## src/rtl/vz_saver_if.sv

```systemverilog
// Bus bundle for the VZ saver: RAM read port (one-cycle latency) and the
// byte-stream upload path towards the host.
interface vz_saver_if;
  logic [15:0] mem_addr;
  logic        mem_rd;
  logic [7:0]  mem_data;
  logic [7:0]  out_data;
  logic [15:0] out_addr;
  logic        out_valid;
  logic        out_ready;
  logic        out_last;

  // Saver side: issues RAM reads, produces the stream.
  modport master (
    output mem_addr, mem_rd, out_data, out_addr, out_valid, out_last,
    input  mem_data, out_ready
  );

  // Memory/host side: returns RAM data, consumes the stream.
  modport slave (
    input  mem_addr, mem_rd, out_data, out_addr, out_valid, out_last,
    output mem_data, out_ready
  );
endinterface

```

## src/rtl/vz_saver.sv

```systemverilog
// VZ saver: serialises a RAM region into a .VZ byte stream (24-byte header
// plus body). BASIC saves fetch start/end from the ROM program pointers in
// RAM, machine-code saves take them from the mc_* ports. All outputs are
// registered; save_abort returns to IDLE on the next edge.
module vz_saver #(
  parameter int NAME_LEN = 16
) (
  input  logic          I_CLK,
  input  logic          I_RST_N,
  input  logic          save_start,
  input  logic          save_abort,
  input  logic [7:0]    mode,
  input  logic [15:0]   mc_start,
  input  logic [15:0]   mc_end,
  input  logic [127:0]  name,
  vz_saver_if.master    bus,
  output logic          busy,
  output logic          done,
  output logic          err
);

  typedef enum logic [3:0] {
    S_IDLE, S_VAR_RD, S_VAR_LAT, S_CHECK, S_HDR,
    S_BODY_RD, S_BODY_LAT, S_BODY_OUT, S_FIN
  } state_t;

  state_t        state_r, state_s;
  logic [1:0]    var_idx_r, var_idx_s;
  logic [15:0]   start_r, start_s;
  logic [15:0]   end_r, end_s;
  logic [15:0]   cur_r, cur_s;
  logic [15:0]   rem_r, rem_s;
  logic [7:0]    mode_r, mode_s;
  logic [127:0]  name_r, name_s;
  logic [15:0]   mem_addr_r, mem_addr_s;
  logic          mem_rd_r, mem_rd_s;
  logic [7:0]    out_data_r, out_data_s;
  logic [15:0]   out_addr_r, out_addr_s;
  logic          out_valid_r, out_valid_s;
  logic          out_last_r, out_last_s;
  logic          busy_r, busy_s;
  logic          done_r, done_s;
  logic          err_r, err_s;
  logic [4:0]    hdr_next_s;

  // ROM pointer locations: program start lo/hi, then program end lo/hi.
  function automatic logic [15:0] var_addr(input logic [1:0] idx);
    logic [15:0] a;
    case (idx)
      2'd0:    a = 16'h78A4;
      2'd1:    a = 16'h78A5;
      2'd2:    a = 16'h78F9;
      2'd3:    a = 16'h78FA;
      default: a = 16'h0000;
    endcase
    return a;
  endfunction

  // Header byte at file offset idx (0..23).
  function automatic logic [7:0] hdr_byte(input logic [4:0] idx, input logic [127:0] nm,
                                          input logic [7:0] md, input logic [15:0] st);
    logic [7:0] b;
    logic [4:0] nidx;
    logic [6:0] sh;
    b    = 8'h00;
    nidx = idx - 5'd4;
    sh   = {nidx[3:0], 3'b000};
    case (idx)
      5'd0, 5'd1: b = 8'h20;
      5'd21:      b = md;
      5'd22:      b = st[7:0];
      5'd23:      b = st[15:8];
      default: begin
        if ((idx >= 5'd4) && (idx <= 5'd19) && (32'(nidx) < NAME_LEN)) begin
          b = nm[sh +: 8];
        end else begin
          b = 8'h00;
        end
      end
    endcase
    return b;
  endfunction

  // Next-state and next-output computation for the save sequencer.
  always_comb begin
    state_s     = state_r;
    var_idx_s   = var_idx_r;
    start_s     = start_r;
    end_s       = end_r;
    cur_s       = cur_r;
    rem_s       = rem_r;
    mode_s      = mode_r;
    name_s      = name_r;
    mem_addr_s  = mem_addr_r;
    mem_rd_s    = mem_rd_r;
    out_data_s  = out_data_r;
    out_addr_s  = out_addr_r;
    out_valid_s = out_valid_r;
    out_last_s  = out_last_r;
    busy_s      = busy_r;
    done_s      = 1'b0;
    err_s       = 1'b0;
    hdr_next_s  = out_addr_r[4:0] + 5'd1;

    if (save_abort) begin
      state_s     = S_IDLE;
      out_valid_s = 1'b0;
      out_last_s  = 1'b0;
      mem_rd_s    = 1'b0;
      busy_s      = 1'b0;
    end else begin
      case (state_r)
        S_IDLE: begin
          if (save_start) begin
            if (mode == 8'hF0) begin
              state_s    = S_VAR_RD;
              busy_s     = 1'b1;
              mode_s     = mode;
              name_s     = name;
              var_idx_s  = 2'd0;
              mem_addr_s = var_addr(2'd0);
              mem_rd_s   = 1'b1;
            end else if (mode == 8'hF1) begin
              state_s = S_CHECK;
              busy_s  = 1'b1;
              mode_s  = mode;
              name_s  = name;
              start_s = mc_start;
              end_s   = mc_end;
            end else begin
              err_s = 1'b1;
            end
          end else begin
            state_s = S_IDLE;
          end
        end
        S_VAR_RD: begin
          mem_rd_s = 1'b0;
          state_s  = S_VAR_LAT;
        end
        S_VAR_LAT: begin
          case (var_idx_r)
            2'd0:    start_s[7:0]  = bus.mem_data;
            2'd1:    start_s[15:8] = bus.mem_data;
            2'd2:    end_s[7:0]    = bus.mem_data;
            2'd3:    end_s[15:8]   = bus.mem_data;
            default: start_s       = start_r;
          endcase
          if (var_idx_r == 2'd3) begin
            state_s = S_CHECK;
          end else begin
            var_idx_s  = var_idx_r + 2'd1;
            mem_addr_s = var_addr(var_idx_r + 2'd1);
            mem_rd_s   = 1'b1;
            state_s    = S_VAR_RD;
          end
        end
        S_CHECK: begin
          if (end_r < start_r) begin
            err_s   = 1'b1;
            busy_s  = 1'b0;
            state_s = S_IDLE;
          end else begin
            rem_s       = end_r - start_r;
            cur_s       = start_r;
            out_valid_s = 1'b1;
            out_addr_s  = 16'd0;
            out_data_s  = hdr_byte(5'd0, name_r, mode_r, start_r);
            out_last_s  = 1'b0;
            state_s     = S_HDR;
          end
        end
        S_HDR: begin
          if (bus.out_ready) begin
            out_addr_s = out_addr_r + 16'd1;
            if (out_addr_r == 16'd23) begin
              out_valid_s = 1'b0;
              out_last_s  = 1'b0;
              if (rem_r == 16'd0) begin
                done_s  = 1'b1;
                busy_s  = 1'b0;
                state_s = S_FIN;
              end else begin
                mem_addr_s = cur_r;
                mem_rd_s   = 1'b1;
                state_s    = S_BODY_RD;
              end
            end else begin
              out_data_s = hdr_byte(hdr_next_s, name_r, mode_r, start_r);
              out_last_s = (hdr_next_s == 5'd23) && (rem_r == 16'd0);
            end
          end else begin
            state_s = S_HDR;
          end
        end
        S_BODY_RD: begin
          mem_rd_s = 1'b0;
          state_s  = S_BODY_LAT;
        end
        S_BODY_LAT: begin
          out_data_s  = bus.mem_data;
          out_valid_s = 1'b1;
          out_last_s  = (rem_r == 16'd1);
          state_s     = S_BODY_OUT;
        end
        S_BODY_OUT: begin
          if (bus.out_ready) begin
            out_valid_s = 1'b0;
            out_last_s  = 1'b0;
            out_addr_s  = out_addr_r + 16'd1;
            rem_s       = rem_r - 16'd1;
            cur_s       = cur_r + 16'd1;
            if (rem_r == 16'd1) begin
              done_s  = 1'b1;
              busy_s  = 1'b0;
              state_s = S_FIN;
            end else begin
              mem_addr_s = cur_r + 16'd1;
              mem_rd_s   = 1'b1;
              state_s    = S_BODY_RD;
            end
          end else begin
            state_s = S_BODY_OUT;
          end
        end
        S_FIN: begin
          state_s = S_IDLE;
        end
        default: begin
          state_s     = S_IDLE;
          out_valid_s = 1'b0;
          mem_rd_s    = 1'b0;
          busy_s      = 1'b0;
        end
      endcase
    end
  end

  // State and registered-output flops with asynchronous reset.
  always_ff @(posedge I_CLK or negedge I_RST_N) begin
    if (!I_RST_N) begin
      state_r     <= S_IDLE;
      var_idx_r   <= 2'd0;
      start_r     <= 16'h0000;
      end_r       <= 16'h0000;
      cur_r       <= 16'h0000;
      rem_r       <= 16'h0000;
      mode_r      <= 8'h00;
      name_r      <= 128'd0;
      mem_addr_r  <= 16'h0000;
      mem_rd_r    <= 1'b0;
      out_data_r  <= 8'h00;
      out_addr_r  <= 16'h0000;
      out_valid_r <= 1'b0;
      out_last_r  <= 1'b0;
      busy_r      <= 1'b0;
      done_r      <= 1'b0;
      err_r       <= 1'b0;
    end else begin
      state_r     <= state_s;
      var_idx_r   <= var_idx_s;
      start_r     <= start_s;
      end_r       <= end_s;
      cur_r       <= cur_s;
      rem_r       <= rem_s;
      mode_r      <= mode_s;
      name_r      <= name_s;
      mem_addr_r  <= mem_addr_s;
      mem_rd_r    <= mem_rd_s;
      out_data_r  <= out_data_s;
      out_addr_r  <= out_addr_s;
      out_valid_r <= out_valid_s;
      out_last_r  <= out_last_s;
      busy_r      <= busy_s;
      done_r      <= done_s;
      err_r       <= err_s;
    end
  end

  assign bus.mem_addr  = mem_addr_r;
  assign bus.mem_rd    = mem_rd_r;
  assign bus.out_data  = out_data_r;
  assign bus.out_addr  = out_addr_r;
  assign bus.out_valid = out_valid_r;
  assign bus.out_last  = out_last_r;
  assign busy          = busy_r;
  assign done          = done_r;
  assign err           = err_r;

endmodule

```

## src/flat_wrapper.sv

```systemverilog
// flat-port wrapper written by rule: the top's interface ports become plain ports
module vz_saver_flat 
#(
  parameter int NAME_LEN = 16
)
  (I_CLK, I_RST_N, save_start, save_abort, mode, mc_start, mc_end, name, busy, done, err, bus_mem_addr, bus_mem_rd, bus_out_data, bus_out_addr, bus_out_valid, bus_out_last, bus_mem_data, bus_out_ready);
  vz_saver_if bus_i ();
  input  logic I_CLK;
  input  logic I_RST_N;
  input  logic save_start;
  input  logic save_abort;
  input  logic [7:0] mode;
  input  logic [15:0] mc_start;
  input  logic [15:0] mc_end;
  input  logic [127:0] name;
  output logic busy;
  output logic done;
  output logic err;
  output wire logic [$bits(bus_i.mem_addr)-1:0] bus_mem_addr;
  output wire logic [$bits(bus_i.mem_rd)-1:0] bus_mem_rd;
  output wire logic [$bits(bus_i.out_data)-1:0] bus_out_data;
  output wire logic [$bits(bus_i.out_addr)-1:0] bus_out_addr;
  output wire logic [$bits(bus_i.out_valid)-1:0] bus_out_valid;
  output wire logic [$bits(bus_i.out_last)-1:0] bus_out_last;
  input wire logic [$bits(bus_i.mem_data)-1:0] bus_mem_data;
  input wire logic [$bits(bus_i.out_ready)-1:0] bus_out_ready;
  assign bus_mem_addr = bus_i.mem_addr;
  assign bus_mem_rd = bus_i.mem_rd;
  assign bus_out_data = bus_i.out_data;
  assign bus_out_addr = bus_i.out_addr;
  assign bus_out_valid = bus_i.out_valid;
  assign bus_out_last = bus_i.out_last;
  assign bus_i.mem_data = bus_mem_data;
  assign bus_i.out_ready = bus_out_ready;
  vz_saver #(.NAME_LEN(NAME_LEN)) u_core (.I_CLK(I_CLK), .I_RST_N(I_RST_N), .save_start(save_start), .save_abort(save_abort), .mode(mode), .mc_start(mc_start), .mc_end(mc_end), .name(name), .bus(bus_i), .busy(busy), .done(done), .err(err));
endmodule
```

## config.mk

```make
export PLATFORM = sky130hd
export DESIGN_NAME = vz_saver_flat
export DESIGN_NICKNAME = d
export VERILOG_FILES = /design/src/rtl/vz_saver_if.sv /design/src/rtl/vz_saver.sv /design/src/flat_wrapper.sv
export SDC_FILE = /design/constraint.sdc
export NUM_CORES = 1
export LEC_CHECK = 0
export ABC_CLOCK_PERIOD_IN_PS = 3450
export BUFFER_PORTS_ARGS = -buffer_cell sky130_fd_sc_hd__buf_2
export CAP_MARGIN = 20
export CORE_UTILIZATION = 57
export DETAILED_ROUTE_END_ITERATION = 8
export PLACE_DENSITY = 0.79
export REMOVE_ABC_BUFFERS = 1
export SETUP_SLACK_MARGIN = 0.3
export SLEW_MARGIN = 15
export SYNTH_ARGS = -nofsm -noshare
export SYNTH_HDL_FRONTEND = slang
export SYNTH_SLANG_ARGS = --single-unit
```

## constraint.sdc

```tcl
create_clock -name I_CLK -period 3.45 [get_ports I_CLK]
set_clock_uncertainty 0.2 [all_clocks]
set_input_delay 0.5175 -clock I_CLK [delete_from_list [all_inputs] [get_ports I_CLK]]
set_output_delay 0.5175 -clock I_CLK [all_outputs]
set_load 0.02 [all_outputs]
```

# --- Yosys cells after proc, flatten, opt, wreduce, memory -nomap -nowiden ---
# Index checks and enable logic that the tools add are counted.
word_totals:
  regBits: 252
  latch_bits: 0
  ram_bits: 0
  rom_bits: 0
  input_bits: 181
  out_inout_bits: 46
  wordCells: 226
  n_memories: 0
classes:
  addsub: 7
  mul: 0
  n_div: 0
  order_cmp: 4
  eq_ne: 57
  n_shift: 1
  n_mux: 102
  n_bitwise: 1
  reduce_logical: 35
op_table:
  columns: ["operator", "count"]
  rows:
  - ["16-bit 2-to-1 mux", 20]
  - ["128-bit 2-to-1 mux", 2]
  - ["16-bit case mux with 2 select lines", 5]
  - ["16-bit case mux with 4 select lines", 2]
  - ["128-bit by 8-bit variable part select with 8-bit output", 1]
  - ["8-bit 2-to-1 mux", 10]
  - ["1-bit 2-to-1 mux", 39]
  - ["4-bit 2-to-1 mux", 9]
  - ["16-bit by 1-bit adder with 16-bit output (second input constant)", 2]
  - ["4-bit case mux with 8 select lines", 1]
  - ["8-bit case mux with 4 select lines", 1]
  - ["2-bit inequality test (second input constant)", 12]
  - ["8-bit case mux with 3 select lines", 1]
  - ["6-bit AND reduction", 4]
  - ["3-bit inequality test (second input constant)", 7]
  - ["9-bit AND reduction", 2]
  - ["16-bit by 1-bit == test with 1-bit output (second input constant)", 1]
  - ["16-bit by 5-bit == test with 1-bit output (second input constant)", 1]
  - ["4-bit by 3-bit == test with 1-bit output (second input constant)", 4]
  - ["8-bit == test (second input constant)", 2]
  - ["16-bit zero test", 1]
  - ["16-bit less-than comparator", 1]
  - ["2-bit by 1-bit inequality test with 1-bit output (second input constant)", 8]
  - ["4-bit AND reduction", 4]
  - ["40 further kinds", 67]

# --- Depth between registers and ports, before layout ---
logic_depth:
  word_depth: 9
  depth_mapped: 13

# --- Least setup slack after synthesis ---
# No wires, ideal clock.
synth_path:
  kind: "reg-to-reg"
  startpoint: "register u_core.out_addr_r[0] (netlist: u_core.bus.out_addr[0])"
  endpoint: "register u_core.out_data_r[6] (netlist: u_core.bus.out_data[6])"
  arrival_ns: 2.564
  t_required_ns: 3.119
  setup_slack_ns: 0.555
  stages_incl_launch_ff: 12
  synth_period_minus_slack_ns: 2.895
  path_cell_list: "dfrtp_1 > buf_4 > inv_1 > ha_1 > buf_6 > buf_2 > mux4_4 > mux4_2 > inv_1 > o22ai_1 > a22oi_2 > o21ai_1"
synth_between:
  elab_chain_cells: 9
synth_lines:
  columns: ["element", "line", "source"]
  rows:
  - ["start, declared", "vz_saver.sv:38", "logic [15:0] out_addr_r, out_addr_s;"]
  - ["start signal, assigned", "vz_saver.sv:271", "out_addr_r <= out_addr_s;"]
  - ["parallel branches: the longest is 9 deep, another holds 5-bit by 1-bit adder with 5-bit output", null, null]
  - ["end signal, assigned", "vz_saver.sv:270", "out_data_r <= out_data_s;"]
  - ["end, declared", "vz_saver.sv:37", "logic [7:0] out_data_r, out_data_s;"]
# Several ways; the timed one is not identified. The select of a mux whose other input is x is not followed.
# A chain may end at the register's enable or synchronous reset.

# --- Final worst setup path ---
layout_path:
  startpoint: "register u_core.out_addr_r[1] (netlist: u_core.bus.out_addr[1])"
  endpoint: "register u_core.out_data_r[6] (netlist: u_core.bus.out_data[6])"
# The elaborated chain is that of the path after synthesis.

==> flow_results.org <==
** Outcome
- The flow ran to the end, and the final reports show no timing, DRC or antenna violations.

** Worst setup path
- Worst setup path category :: reg -> reg
- STA classifies the critical path startpoint as a register.
- Of all nets on the critical path, the largest fanout is 10.
- STA puts the critical path data arrival time at ~3.4 ns.
- STA classifies the critical path endpoint as a register.
- Endpoint of the lowest-slack register-to-register path :: u_core.bus.out_data[6]
- The worst register-to-register path begins at u_core.bus.out_addr[1].
- The worst register-to-register path has a depth of 10.
- Across all register-to-register paths, the minimum setup slack is 0.26 ns.
- Data required time of the worst path :: between 3 and 4 ns

** Power and ir drop
- Across the VDD grid, the largest voltage drop is about 0.55 mV.
- Power per cell area :: about 580 nW/um^2
- Leakage power :: approximately 0.0082 uW

** Floorplan
- Area of the core :: between 20,000 and 25,000 um^2
- Once the floorplan was initialized, standard cells occupied between 50% and 60% of the core.
- The die covers 24,900 um^2.
- The initialized floorplan defines 56 standard-cell rows.
- DIE WIDTH :: 158 um
- I/O pin cnt :: around 230
- Measured along the y axis, the die boundary spans roughly 160 um.

** Cells and area
- Compared with the post-synthesis result, the final layout area differs by 27.1%.
- At the end of the flow, the number of nets in the layout was about 1,800.
- The finished layout holds between 1,500 and 2,000 standard cells, fillers aside.
- Layout cell share with drive strength beyond 1 :: a little under a third
- Post-route design area :: around 18,000 um^2

** Global routing
- Remaining global-route overflow :: 0
- Total routing usage reported by global routing :: between 40% and 50%
- Entering global routing, the biggest net connects 73 pins.
- The number of antenna violations at the first check in global routing is 3.
- The via count of the first global-routing pass is between 10,000 and 15,000.
- The first global-routing pass estimated around 76,000 um of wire.

** Min path
- Hold Crit Class :: in -> reg
- Launch point of the worst hold path :: name[29]
- Along the worst hold path, the cell count comes to 2.
- For hold timing, the worst endpoint is u_core.name_r[29].

** STA
- Setup repair after global routing left no endpoint under its margin.
- The max-slew violation count is 0.
- Setup violations remaining at the end of the flow were counted as 0.
- Slew of the pin with the lowest slew margin :: roughly 1.1 ns
- Timing would allow up to 313 MHz.
- Shortest clock period the worst path allows after layout :: 3.19 ns
- Total count of hold-check failures in the final report :: 0
- Rel. slew slack :: 27.2%
- Final period util :: about 90%

** Place
- Summed over all nets, the half-perimeter wirelength after detailed placement is approximately 29,000 um.
- DP Cell Count :: between 1,500 and 2,000
- Once placement finished, the instance area stood at around 15,000 um^2.
- The congestion estimate from routability-driven global placement came to between 0.9 and 1.
- Port Buffer Count :: 226

** Clocking
- CTS saw around 250 sinks.
- Reg clk slew, reported paths :: roughly 0.07 ns
- Max clock buf depth :: 3
- TritonCTS created 28 clock buffers.
- The cell sitting at the root of the clock tree is a sky130_fd_sc_hd__clkbuf_16.
- TritonCTS built the clock tree.
- Depth of the CTS H-tree :: 1
- For the worst-skew pair, the clock arrives at the later sink with an insertion delay of about 0.6 ns.

** Routing
- Wires add up to approximately 50,000 um.
- DR DRC count :: 0
- Using the TritonRoute via totals, the vias-per-cell ratio works out to about 6.7.
- Initial detailed-routing violation count :: roughly 1,800
- Remaining antenna violation count after routing :: 0
- DRT Pass-1 Iters :: 7
- Final routed wire length divided by cell count :: roughly 26 um
- The routed layout has roughly 13,000 vias.

** Synthesis
- Of the synthesized area, sequential elements account for 45.7%.
- Yosys printed 0 warnings.
- In this run, synthesis produced a sequential element count of 252.
- Summed instance area of the synthesized netlist :: approximately 14,000 um^2
- In the synthesized netlist the dominant register cell turns out to be sky130_fd_sc_hd__dfrtp_1.
- Number of library cell types mapped by synthesis :: 82
- Each instance of the synthesized netlist takes up on average roughly 11 um^2.
- In this run, synthesis inferred 0 flip-flops with an integrated enable.
- Instance count of the mapped netlist :: 1,260
- For this run, asynchronously set or reset flops after synthesis account for 100%.

** Flow run
- Across the run, the number of max-cap violations was 0.
==> metal layers <==
layer | up-vias | wire length (um) | track usage [%]
li1 | 5390 | - | -
met1 | 6196 | 17900 | 51.3
met2 | 1157 | 23300 | 65.0
met3 | 298 | 5840 | 9.36
met4 | 4 | 3750 | 22.9
met5 | - | 27 | 0
==> cell usage in the layout, fill, tap and decap left out, drive strengths merged, types with 11 or more instances in the layout <==
master / n
buf: 276
dfrtp: 252
mux2: 131
dlygate4sd3: 120
a21oi: 109
nand2: 91
o21ai: 85
nor2: 77
inv: 45
clkbuf: 41
mux4: 40
nand3: 30
ha: 30
nor3: 26
a31oi: 25
a211oi: 24
and3: 18
o22ai: 14
a22oi: 14
xnor2: 12
nor2b: 11
==> state kept, by name (all words and copies together), names as in the netlist, 2 cells and up <==
name and count:
u_core.start_r 16, u_core.var_idx_r 2, u_core.state_r 4, u_core.mode_r 8, u_core.end_r 16, u_core.bus.out_addr 16
u_core.name_r 128, u_core.rem_r 16, u_core.bus.out_data 8, u_core.cur_r 16, u_core.bus.mem_addr 16
==> Yosys cell counts (10+ instances only) <==
| master | n | share of area [%] |
|---|---|---|
| sky130_fd_sc_hd__a211oi_1 | 21 | 1.1 |
| sky130_fd_sc_hd__a21oi_1 | 108 | 3.9 |
| sky130_fd_sc_hd__a31oi_1 | 25 | 1.1 |
| sky130_fd_sc_hd__and3_1 | 18 | 0.82 |
| sky130_fd_sc_hd__buf_2 | 37 | 1.3 |
| sky130_fd_sc_hd__buf_6 | 11 | 0.90 |
| sky130_fd_sc_hd__clkbuf_1 | 19 | 0.52 |
| sky130_fd_sc_hd__dfrtp_1 | 252 | 46 |
| sky130_fd_sc_hd__ha_1 | 30 | 2.7 |
| sky130_fd_sc_hd__inv_1 | 45 | 1.2 |
| sky130_fd_sc_hd__mux2_2 | 131 | 11 |
| sky130_fd_sc_hd__mux4_1 | 15 | 2.9 |
| sky130_fd_sc_hd__mux4_2 | 21 | 3.4 |
| sky130_fd_sc_hd__nand2_1 | 88 | 2.4 |
| sky130_fd_sc_hd__nand3_1 | 30 | 1.1 |
| sky130_fd_sc_hd__nor2_1 | 75 | 2.0 |
| sky130_fd_sc_hd__nor2b_1 | 11 | 0.50 |
| sky130_fd_sc_hd__nor3_1 | 23 | 0.83 |
| sky130_fd_sc_hd__o21ai_0 | 70 | 2.5 |
| sky130_fd_sc_hd__o21ai_1 | 14 | 0.51 |
| sky130_fd_sc_hd__o22ai_1 | 14 | 0.63 |
| sky130_fd_sc_hd__o2bb2ai_1 | 10 | 0.63 |
| sky130_fd_sc_hd__xnor2_1 | 12 | 0.76 |
==> power by group <==
part	switching [uW]	internal, uW
combinational	1820	1300
clock	1340	1850
sequential	450	3350
total	3610	6500
==> how the worst max path moves through the flow <==
stage,startpoint,endpoint,slack [ns]
floorplan,u_core.state_r[1],u_core.mode_r[0],-8.16
global route,u_core.bus.out_addr[1],u_core.bus.mem_addr[15],0.17
detailed placement,u_core.start_r[9],u_core.rem_r[4],0.39
global placement,u_core.start_r[11],u_core.rem_r[4],0.41
finish,u_core.bus.out_addr[1],u_core.bus.out_data[6],0.26
CTS,u_core.start_r[11],u_core.rem_r[4],0.34
==> worst max-delay path, cell delays in order, from the launching register on <==
cell,delay (ns)
sky130_fd_sc_hd__dfrtp_1,0.48
sky130_fd_sc_hd__ha_2,0.30
sky130_fd_sc_hd__nor2b_1,0.38
sky130_fd_sc_hd__or2_2,0.22
sky130_fd_sc_hd__inv_1,0.06
sky130_fd_sc_hd__ha_2,0.50
sky130_fd_sc_hd__mux4_2,0.37
sky130_fd_sc_hd__inv_1,0.11
sky130_fd_sc_hd__o22ai_1,0.15
sky130_fd_sc_hd__a22oi_2,0.18
sky130_fd_sc_hd__o21ai_1,0.09
==> area by class of cell <==
type / count / area [um^2]
multi-input combinational: 883 / 6880
sequential: 252 / 6310
fill: 1430 / 6060
timing repair buffer: 396 / 2840
clock buffer: 41 / 810
tap: 319 / 399
inverter: 47 / 176
clock inverter: 9 / 145
antenna: 2 / 5.00
==> logic make-up (layout without fill, tap and decap cells) <==
| logic type | after synthesis | count (layout) | synth area share [%] |
|---|---|---|---|
| AO/OA/AOI/OAI | 345 | 345 | 16.0 |
| AND/OR/NAND/NOR | 309 | 309 | 11.3 |
| flip-flops | 252 | 252 | 45.7 |
| multiplexers | 177 | 177 | 18.1 |
| buffers and inverters | 125 | 493 | 4.69 |
| adder cells (fa/ha/maj) | 32 | 32 | 2.94 |
| XOR/XNOR | 20 | 20 | 1.27 |
| other | 0 | 2 | 0 |
==> per-stage QoR <==
step                       TNS, ns  hold slack, ns  utilization (%)  setup slack (ns)  power, uW
final                            0         0.00199             74.4             0.257      10100
after global routing             0         0.00710             74.3             0.175      10500
after CTS                        0        0.000852             73.7             0.338       9830
after detailed placement         0           0.259             64.7             0.389       6640
after global placement           0           0.252             64.7             0.414       6570
after floorplan           -1120.16          0.0219                -             -8.16       5630
==> what timing repair did <==
| action | in CTS | in global routing |
|---|---|---|
| gates resized for setup | 0 | 9 |
| hold buffers | 118 | 2 |
| endpoints found under the setup margin | 0 | 31 |
| buffers inserted | 0 | 11 |
| endpoints found under the hold margin | 173 | 2 |
Power figures use the tool's default switching activity.
